`config.mk`:
```
export PLATFORM = sky130hd
export DESIGN_NAME = mem_arbiter
export DESIGN_NICKNAME = d
export VERILOG_FILES = /design/src/rtl/mem_arbiter.sv
export SDC_FILE = /design/constraint.sdc
export NUM_CORES = 1
export LEC_CHECK = 0
export BUFFER_PORTS_ARGS = -buffer_cell sky130_fd_sc_hd__buf_2
export CAP_MARGIN = 15
export CORE_ASPECT_RATIO = 0.9
export CORE_MARGIN = 2
export CORE_UTILIZATION = 45
export DETAILED_ROUTE_END_ITERATION = 8
export GPL_ROUTABILITY_DRIVEN = 0
export PLACE_DENSITY = 0.88
export SLEW_MARGIN = 40
export SYNTH_ARGS = -nofsm -noshare
export SYNTH_HDL_FRONTEND = slang
export SYNTH_SLANG_ARGS = --single-unit
```
`constraint.sdc`:
```
create_clock -name i_clk -period 1.69 [get_ports i_clk]
set_input_delay 0.0845 -clock i_clk [delete_from_list [all_inputs] [get_ports i_clk]]
set_output_delay 0.0845 -clock i_clk [all_outputs]
set_load 0.02 [all_outputs]
```
`src/rtl/mem_arbiter.sv`:
```
// mem_arbiter: serialises IF fetches and MEM-stage data accesses onto one fixed-latency memory.
// Define MEM_ARB_RR_EN for round-robin tie-breaking; the default build uses fixed DM priority.
module mem_arbiter #(
   parameter int ADDR_W  = 32,
   parameter int DATA_W  = 32,
   parameter int MEM_LAT = 2
) (
   input  logic              i_clk,
   input  logic              i_rst_n,
   input  logic              i_if_req,
   input  logic [ADDR_W-1:0] i_if_addr,
   output logic              o_if_done,
   output logic [DATA_W-1:0] o_if_rdata,
   output logic              o_if_stall,
   input  logic              i_dm_req,
   input  logic              i_dm_we,
   input  logic [ADDR_W-1:0] i_dm_addr,
   input  logic [DATA_W-1:0] i_dm_wdata,
   output logic              o_dm_done,
   output logic [DATA_W-1:0] o_dm_rdata,
   output logic              o_dm_stall,
   output logic              o_mem_en,
   output logic              o_mem_we,
   output logic [ADDR_W-1:0] o_mem_addr,
   output logic [DATA_W-1:0] o_mem_wdata,
   input  logic [DATA_W-1:0] i_mem_rdata,
   output logic              o_busy,
   output logic [1:0]        o_dbg_state
);

   localparam int               CNT_W    = $clog2(MEM_LAT + 1);
   localparam logic [CNT_W-1:0] CNT_LAST = CNT_W'(MEM_LAT - 1);
   localparam logic             OWN_IF   = 1'b0;
   localparam logic             OWN_DM   = 1'b1;

   typedef enum logic [1:0] {
      IDLE  = 2'd0,
      ISSUE = 2'd1,
      WAIT  = 2'd2,
      RESP  = 2'd3
   } state_t;

   state_t            r_state;
   state_t            w_state_nxt;
   logic              r_owner;
   logic              r_store;
   logic [CNT_W-1:0]  r_cnt;
   logic              r_mem_en;
   logic              r_mem_we;
   logic [ADDR_W-1:0] r_mem_addr;
   logic [DATA_W-1:0] r_mem_wdata;
   logic              r_if_done;
   logic              r_dm_done;
   logic [DATA_W-1:0] r_if_rdata;
   logic [DATA_W-1:0] r_dm_rdata;
   logic              r_busy;
   logic              w_any_req;
   logic              w_grant_dm;
   logic              w_take;
   logic              w_last_beat;

   assign w_any_req = i_if_req | i_dm_req;

`ifdef MEM_ARB_RR_EN
   logic r_last;

   // On a tie the port that did not own the previous access wins.
   assign w_grant_dm = i_dm_req & (~i_if_req | (r_last == OWN_IF));

   always_ff @(posedge i_clk or negedge i_rst_n) begin
      if (!i_rst_n) begin
         r_last <= OWN_IF;
      end else if (w_take) begin
         r_last <= w_grant_dm;
      end
   end
`else
   assign w_grant_dm = i_dm_req;
`endif

   always_comb begin
      w_state_nxt = r_state;
      w_take      = 1'b0;
      w_last_beat = 1'b0;
      case (r_state)
         IDLE: begin
            if (w_any_req) begin
               w_take      = 1'b1;
               w_state_nxt = ISSUE;
            end
         end
         ISSUE: w_state_nxt = WAIT;
         WAIT: begin
            if (r_cnt == CNT_LAST) begin
               w_last_beat = 1'b1;
               w_state_nxt = RESP;
            end
         end
         RESP:    w_state_nxt = IDLE;
         default: w_state_nxt = IDLE;
      endcase
   end

   always_ff @(posedge i_clk or negedge i_rst_n) begin
      if (!i_rst_n) begin
         r_state <= IDLE;
      end else begin
         r_state <= w_state_nxt;
      end
   end

   always_ff @(posedge i_clk or negedge i_rst_n) begin
      if (!i_rst_n) begin
         r_owner     <= OWN_IF;
         r_store     <= 1'b0;
         r_cnt       <= '0;
         r_mem_en    <= 1'b0;
         r_mem_we    <= 1'b0;
         r_mem_addr  <= '0;
         r_mem_wdata <= '0;
         r_if_done   <= 1'b0;
         r_dm_done   <= 1'b0;
         r_if_rdata  <= '0;
         r_dm_rdata  <= '0;
         r_busy      <= 1'b0;
      end else begin
         r_mem_en  <= w_take;
         r_mem_we  <= w_take & w_grant_dm & i_dm_we;
         r_if_done <= w_last_beat & (r_owner == OWN_IF);
         r_dm_done <= w_last_beat & (r_owner == OWN_DM);
         r_busy    <= (w_state_nxt != IDLE);

         if (w_take) begin
            r_owner    <= w_grant_dm;
            r_store    <= w_grant_dm & i_dm_we;
            r_mem_addr <= w_grant_dm ? i_dm_addr : i_if_addr;
            if (w_grant_dm) begin
               r_mem_wdata <= i_dm_wdata;
            end
         end

         if (r_state == ISSUE) begin
            r_cnt <= '0;
         end else if (r_state == WAIT) begin
            r_cnt <= r_cnt + CNT_W'(1);
         end

         // Stores leave dm_rdata untouched; the memory bus carries garbage for them.
         if (w_last_beat) begin
            if (r_owner == OWN_IF) begin
               r_if_rdata <= i_mem_rdata;
            end else if (!r_store) begin
               r_dm_rdata <= i_mem_rdata;
            end
         end
      end
   end

   assign o_if_done   = r_if_done;
   assign o_if_rdata  = r_if_rdata;
   assign o_if_stall  = i_if_req & ~r_if_done;
   assign o_dm_done   = r_dm_done;
   assign o_dm_rdata  = r_dm_rdata;
   assign o_dm_stall  = i_dm_req & ~r_dm_done;
   assign o_mem_en    = r_mem_en;
   assign o_mem_we    = r_mem_we;
   assign o_mem_addr  = r_mem_addr;
   assign o_mem_wdata = r_mem_wdata;
   assign o_busy      = r_busy;
   assign o_dbg_state = r_state;

endmodule

```
==> results of run 1 <==
report_power, final:
part / internal, uW / switching, uW
Combinational: 3440 / 4070
Sequential: 5040 / 904
Clock: 2110 / 1420
repair_timing:
| action | CTS | global route |
|---|---|---|
| endpoints found under the setup margin | 0 | 5 |
| resized for setup | 0 | 1 |
| hold endpoints to repair | 232 | 0 |
| hold buffers | 66 | 0 |
final cells by class:
type	count	area (um2)	share of cell area, %
inverter	7	26.3	0.307
timing repair buffer	346	2200	25.7
multi-input combinational	183	2090	24.4
clock inverter	13	118	1.37
clock buffer	19	453	5.28
tap	164	205	2.39
sequential	139	3480	40.6
registers in the layout, summed over array words and instances (netlist names):
name / cells
o_if_done: 1
o_mem_en: 1
r_cnt: 2
o_dm_rdata: 32
o_busy: 1
o_if_rdata: 32
o_mem_addr: 32
o_mem_wdata: 32
o_dm_done: 1
r_store: 1
o_dbg_state: 2
o_mem_we: 1
r_owner: 1
kinds of logic after synthesis:
family | share of synthesized area [%]
AOI/OAI and AO/OA | 0.856
and+or+nand+nor | 1.03
muxes | 33.5
DFF | 61.0
adders and majority gates | 1.10
buffers and inverters | 2.50
layer usage:
layer	wire length, um	global-route usage (%)
met1	5530	23.8
met2	7610	39.0
met3	922	6.33
met4	511	11.6
met5	0	0
tightest hold or removal path: stages:
cell and delay, ns:
buf_2 0.07, mux2_2 0.13, mux2_4 0.13
cell usage after synthesis:
library cell,instances,area share (%)
mux2_2,133,26
nand4b_1,1,0.15
nand3b_1,1,0.13
nor2b_1,2,0.22
a21oi_1,1,0.088
dfrtp_1,139,61
ha_1,5,1.1
nor3b_1,1,0.13
o21a_1,1,0.13
mux2i_1,1,0.18
o21ai_0,3,0.26
o21bai_1,1,0.13
o22ai_1,1,0.11
buf_2,12,1.1
o211ai_1,1,0.13
mux2_4,27,7.1
nand2b_1,1,0.11
inv_1,7,0.46
nand2_1,1,0.066
and3_1,2,0.22
buf_6,5,0.99
per-stage QoR:
step                      utilization, %  total power [uW]  std cells
final                               68.4             17000        871
after global routing                68.4             17900        871
after CTS                           68.1             17000        870
after detailed placement            58.3             13300        772
after global placement              58.3             12900        772
after floorplan                        -             10700        346
path summary, 6_finish.rpt:
path	from	end	slack, ns	cells past startpoint
worst min-delay path	i_if_addr[12]	o_mem_addr[12]$_DFFE_PN0P_	0.03	3
min in group asynchronous	i_rst_n	o_dm_rdata[13]$_DFFE_PN0P_	0.17	2
max in group asynchronous	i_rst_n	o_if_rdata[31]$_DFFE_PN0P_	0.95	3
worst max-delay path	o_dbg_state[0]$_DFF_PN0_	o_if_rdata[20]$_DFFE_PN0P_	0.10	5
worst max register to register	o_dbg_state[0]$_DFF_PN0_	o_if_rdata[20]$_DFFE_PN0P_	0.10	5
worst min register to register	r_cnt[0]$_DFFE_PN0P_	r_cnt[0]$_DFFE_PN0P_	0.48	1
==> run metrics, run 1 <==
crit path kind=register to register; status=completed; full die area=around 14000 um2; Fin Hold WS=between 0.02 and 0.03 ns; Period Utilization, post-route=~94%; Leak=roughly 0.0042 uW; clk sinks=139; Final HPWL DP=~10000 um; RSZ-0062 raised after global routing=false; leading cell types in the layout, fill and taps excluded=buf_2, dfrtp_1, mux2_2; initial DRC count=around 190; min setup slack post-route=slightly above 0.1 ns; crit path time final=1.59 ns; first-pass GRT wire length=22900 um; sequence of cells on the critical path=inv_1 > ha_1 > nand3b_1 > buf_12 > mux2_2; FILL cells=~900; Final Slew Violations=0; CTS HTree Levels=4; wire length per cell=16.7 um; Setup WS pre-CTS=0.0670 ns; number of inserted diodes=0; Yosys reg bits=between 100 and 150; mapped cell area=about 5700 um2; initial antenna violation count=0; gr ovfl total=0; final instance area=between 8000 and 9000 um2; WP data required=1.97 ns; peak supply drop=~1.2 mV; layout cells sized above 1=~67%; Clk Latency, worst-skew pair=around 0.42 ns; initial core utilization=~45%; kind of cell adding the most delay to the critical path=multiplexers; final setup violating endpoints=0; Clock Skew=around 0.014 ns; Reg clk slew, reported paths=0.06 ns; CP max stage cell=mux2_2; Vias=approximately 4200; mean post-synth cell area=roughly 16 um2; Crit Path Max Fanout=33; CTS buffer count=17; worst slew pin tran=0.417 ns; CTS tree=built; pin count of the biggest net entering global routing=45; setup bufs post-CTS=0; Synth cell types=21; die height=111 um; Hold Crit Class=input pin to register; PD cells=slightly below 2000 nW/um2; FMAX=630 MHz; Yosys warning count=0; sequential area share after synthesis=61.0%; ANT nets after route=0; DRC viols=0; fin nets=roughly 830; commonest non-fill, non-tap cell in the layout=buf_2; Port Buffers=between 200 and 300; Cells after Synth=around 350; # IOs=270; core area=12500 um2; # Max-Cap Violations=0; Setup crit start kind=register; area post-placement=between 7000 and 8000 um2; worst path arrival time=between 1.5 and 2 ns; vias in the first global route=4700; die width=around 120 um; # rows=39; gr usage total=roughly 22%; Buf+Inv Stages, Crit Path=2; Critical Path Max Stage Delay=0.38 ns; clock buffer depth=2; Critical Path End Type=register; syn nets=roughly 480; Routed WL=between 10000 and 15000 um; sum of negative setup slack=0 ns; First-pass DRT Iterations=4; Slew HR=roughly 72%; vias per cell=4.85; Syn-to-layout area delta=50.3%; Root Driver=clkbuf_16; count of final hold-check violations=0
Power figures use the tool's default switching activity.
==> run 2: changes to the inputs <==
ABC_AREA = 1   (was default)
==> run 2 against run 1 <==
Core utilization increased by 4.6 points. Sequential share of layout area down 2.9 points. Final area increased by 7.6%. Register-to-register slack better by 0.03 ns. Clock skew down 0.0092 ns. Global-route usage rose by 9.0 points. Final cell count grew 46%. Via count rose by 52%. Total power down 1.8%. Worst setup slack improved by 0.027 ns. Combinational power barely moved.
==> run metrics, run 2 <==
synth cell count leaders=nand2_1, dfrtp_1, o21ai_0; Vias=6422 (+52%); First-pass DRT Iterations=5 (+1); Clock Skew=0.00478 ns (-0.00922 ns); Clk network pwr share=19.8% (-1.0 points); Comb pwr share=45.0% (+0.8 points); FMAX=641 MHz (+1.7%); Synth cell types=17 (-19%); clock buffer depth=2 (unchanged); kind of cell adding the most delay to the critical path=buffers and inverters; Port Buffers=269 (unchanged); Root Driver=clkbuf_16; mean post-synth cell area=8.31 um2 (-50%); FF-to-FF setup slack=0.13 ns (+0.03 ns); initial core utilization=46.0% (+0.54 points); Slew HR=68.5% (-3.8 points); final setup violating endpoints=0 (unchanged); Synth Flop Type=dfrtp_1; # IOs=270 (unchanged); Yosys warning count=0 (unchanged); initial antenna violation count=4 (+4); Reg clk slew, reported paths=0.06 ns (about the same); non-filler instance count after layout=1271 (+46%); sequential area share after synthesis=59.8% (-1.2 points); worst slew pin tran=0.473 ns (+0.0564 ns); # Max-Cap Violations=0 (unchanged); largest cells by area after synthesis=dfrtp_1, nand2_1, o21ai_0, nand3_1, inv_1; Sw Share=43.6% (+5.9 points); top cell type's share of synthesized area=59.8% (-1.2 points); Setup crit start kind=register; # rows=39 (unchanged); CTS tree=built; peak supply drop=1.18 mV (+0.13%); die width=124 um (+0.95%); Final HPWL DP=11300 um (+16%); Cells after Synth=700 (+100%); CTS HTree Levels=4 (unchanged); sequence of cells on the critical path=inv_1 > ha_1 > nand2_1 > inv_2 > nand2_4 > buf_12 > nand2_1 > nand2_1; Crit Path Max Fanout=23 (-30%); Clk Latency, worst-skew pair=0.41 ns (about the same); core area=12600 um2 (+0.78%); CTS buffer count=17 (unchanged); full die area=13900 um2 (+1.9%); dominant cell type by area after synthesis=dfrtp_1; Syn-to-layout area delta=58.6%; ANT nets after route=0 (unchanged); Final Slew Violations=0 (unchanged); fraction of registers with async set/reset=100% (unchanged); setup bufs post-CTS=0 (unchanged); commonest non-fill, non-tap cell in the layout=nand2_1; Reg power frac=35.2% (+0.2 points); leading cell types in the layout, fill and taps excluded=nand2_1, buf_2, dfrtp_1; most frequent CP cell=nand2_1; most frequent cell after synthesis=nand2_1; Switching Power=7270 uW (+14%); post-placement cell count=1110 (+44%); fin nets=1231 (+48%); Yosys reg bits=139 (unchanged); pin count of the biggest net entering global routing=65 (+44%); sum of negative setup slack=0 ns (unchanged); Tot Pwr=16700 uW (-1.8%); worst path arrival time=1.85 ns (-0.02 ns); Internal=9410 uW (-11%); Routed WL=20600 um (+41%); crit path kind=register to register; clk sinks=139 (unchanged); Critical Path End Type=register; Final Util=73.0% (+4.6 points); area post-placement=7400 um2 (+1.2%); initial DRC count=490 (+160%); DRC viols=0 (unchanged); final instance area=9230 um2 (+7.6%); first-pass GRT wire length=32900 um (+44%); count of final hold-check violations=0 (unchanged); Period Utilization, post-route=92.3% (-1.6 points); WP data required=1.98 ns (about the same); Critical Path Max Stage Delay=0.41 ns (+0.03 ns); PD cells=1810 nW/um2 (-8.7%); status=completed; die height=112 um (+0.95%); gr usage total=31.2% (+9.0 points); number of enable flip-flop cells after synthesis=0 (unchanged); vias per cell=5.05 (+4.2%); layout cells sized above 1=29.1% (-38 points); gr ovfl total=0 (unchanged); Leak=0.00520 uW (+23%); wire length per cell=16.2 um (-3.2%); CP max stage cell=dfrtp_1; RSZ-0062 raised after global routing=false; Buf+Inv Stages, Crit Path=3 (+1); vias in the first global route=6708 (+43%); syn nets=838 (+73%); mapped cell area=5820 um2 (+2.0%); Hold Crit Class=input pin to register; crit path time final=1.56 ns (-0.0265 ns)
## run 2: cell families (layout without fill, tap and decap cells)
family	Yosys count	count (layout)	synth area share, %
AOI/OAI and AO/OA	68	68	5.98
adders and majority gates	5	5	1.08
buffers and inverters	84	488	6.09
DFF	139	139	59.8
other	0	3	0
and+or+nand+nor	404	404	27.1
## run 2: per-layer routing
layer / share of wire (%) / global-route usage, % / vias to the layer above
met4: 5.7 / 21.1 / 2
li1: - / - / 2939
met2: 49 / 50.3 / 386
met3: 9.7 / 11.3 / 113
met1: 35 / 34.1 / 2982
met5: 0.053 / 0 / -
## run 2: final cells by class
type	count	area, um2
diodes	3	7.51
clock buffers	22	484
clock inverters	8	45.0
fillers	812	3410
inverters	46	173
multi-input cells	477	1990
flip-flops and latches	139	3480
well taps	164	205
repair buffers	412	2840
## run 2: worst register-to-register path: stages (launching register included)
cell and delay (ns):
dfrtp_1 0.41, inv_1 0.14, ha_1 0.20, nand2_1 0.13, inv_2 0.13, nand2_4 0.11, buf_12 0.18, nand2_1 0.09
nand2_1 0.07
## run 2: path summary, 6_finish.rpt
check                                      startpoint                          to  depth (start not counted)
min reg2reg                o_mem_addr[22]$_DFFE_PN0P_  o_mem_addr[22]$_DFFE_PN0P_                          2
max in group asynchronous                     i_rst_n  o_mem_wdata[5]$_DFFE_PN0P_                          3
max                          o_dbg_state[0]$_DFF_PN0_  o_dm_rdata[17]$_DFFE_PN0P_                          8
min                                          i_if_req         r_owner$_DFFE_PN0P_                          4
max reg2reg                  o_dbg_state[0]$_DFF_PN0_  o_dm_rdata[17]$_DFFE_PN0P_                          8
min in group asynchronous                     i_rst_n   o_dm_rdata[8]$_DFFE_PN0P_                          2
## run 2: per-stage QoR
| step | hold slack, ns | setup slack, ns |
|---|---|---|
| after floorplan | -0.211 | 0.138 |
| after global routing | 0.0354 | 0.00245 |
| after CTS | 0.00144 | 0.0383 |
| after detailed placement | 0.0645 | 0.0609 |
| after global placement | 0.0639 | 0.205 |
| final | 0.0242 | 0.130 |
## run 2: power groups by stage
stage                     sequential, uW  combinational (uW)  clock [uW]
after floorplan                     7710                2360           0
after detailed placement            5820                7080           0
after global routing                6050                8150        3520
after global placement              5790                6850           0
final                               5870                7510        3300
after CTS                           5810                7340        3360
## run 2: what timing repair did
| action | 4_1_cts | 5_1_grt |
|---|---|---|
| hold endpoints to repair | 175 | 0 |
| hold buffers | 128 | 0 |
| endpoints found under the setup margin | 0 | 32 |
| gates resized for setup | 0 | 5 |
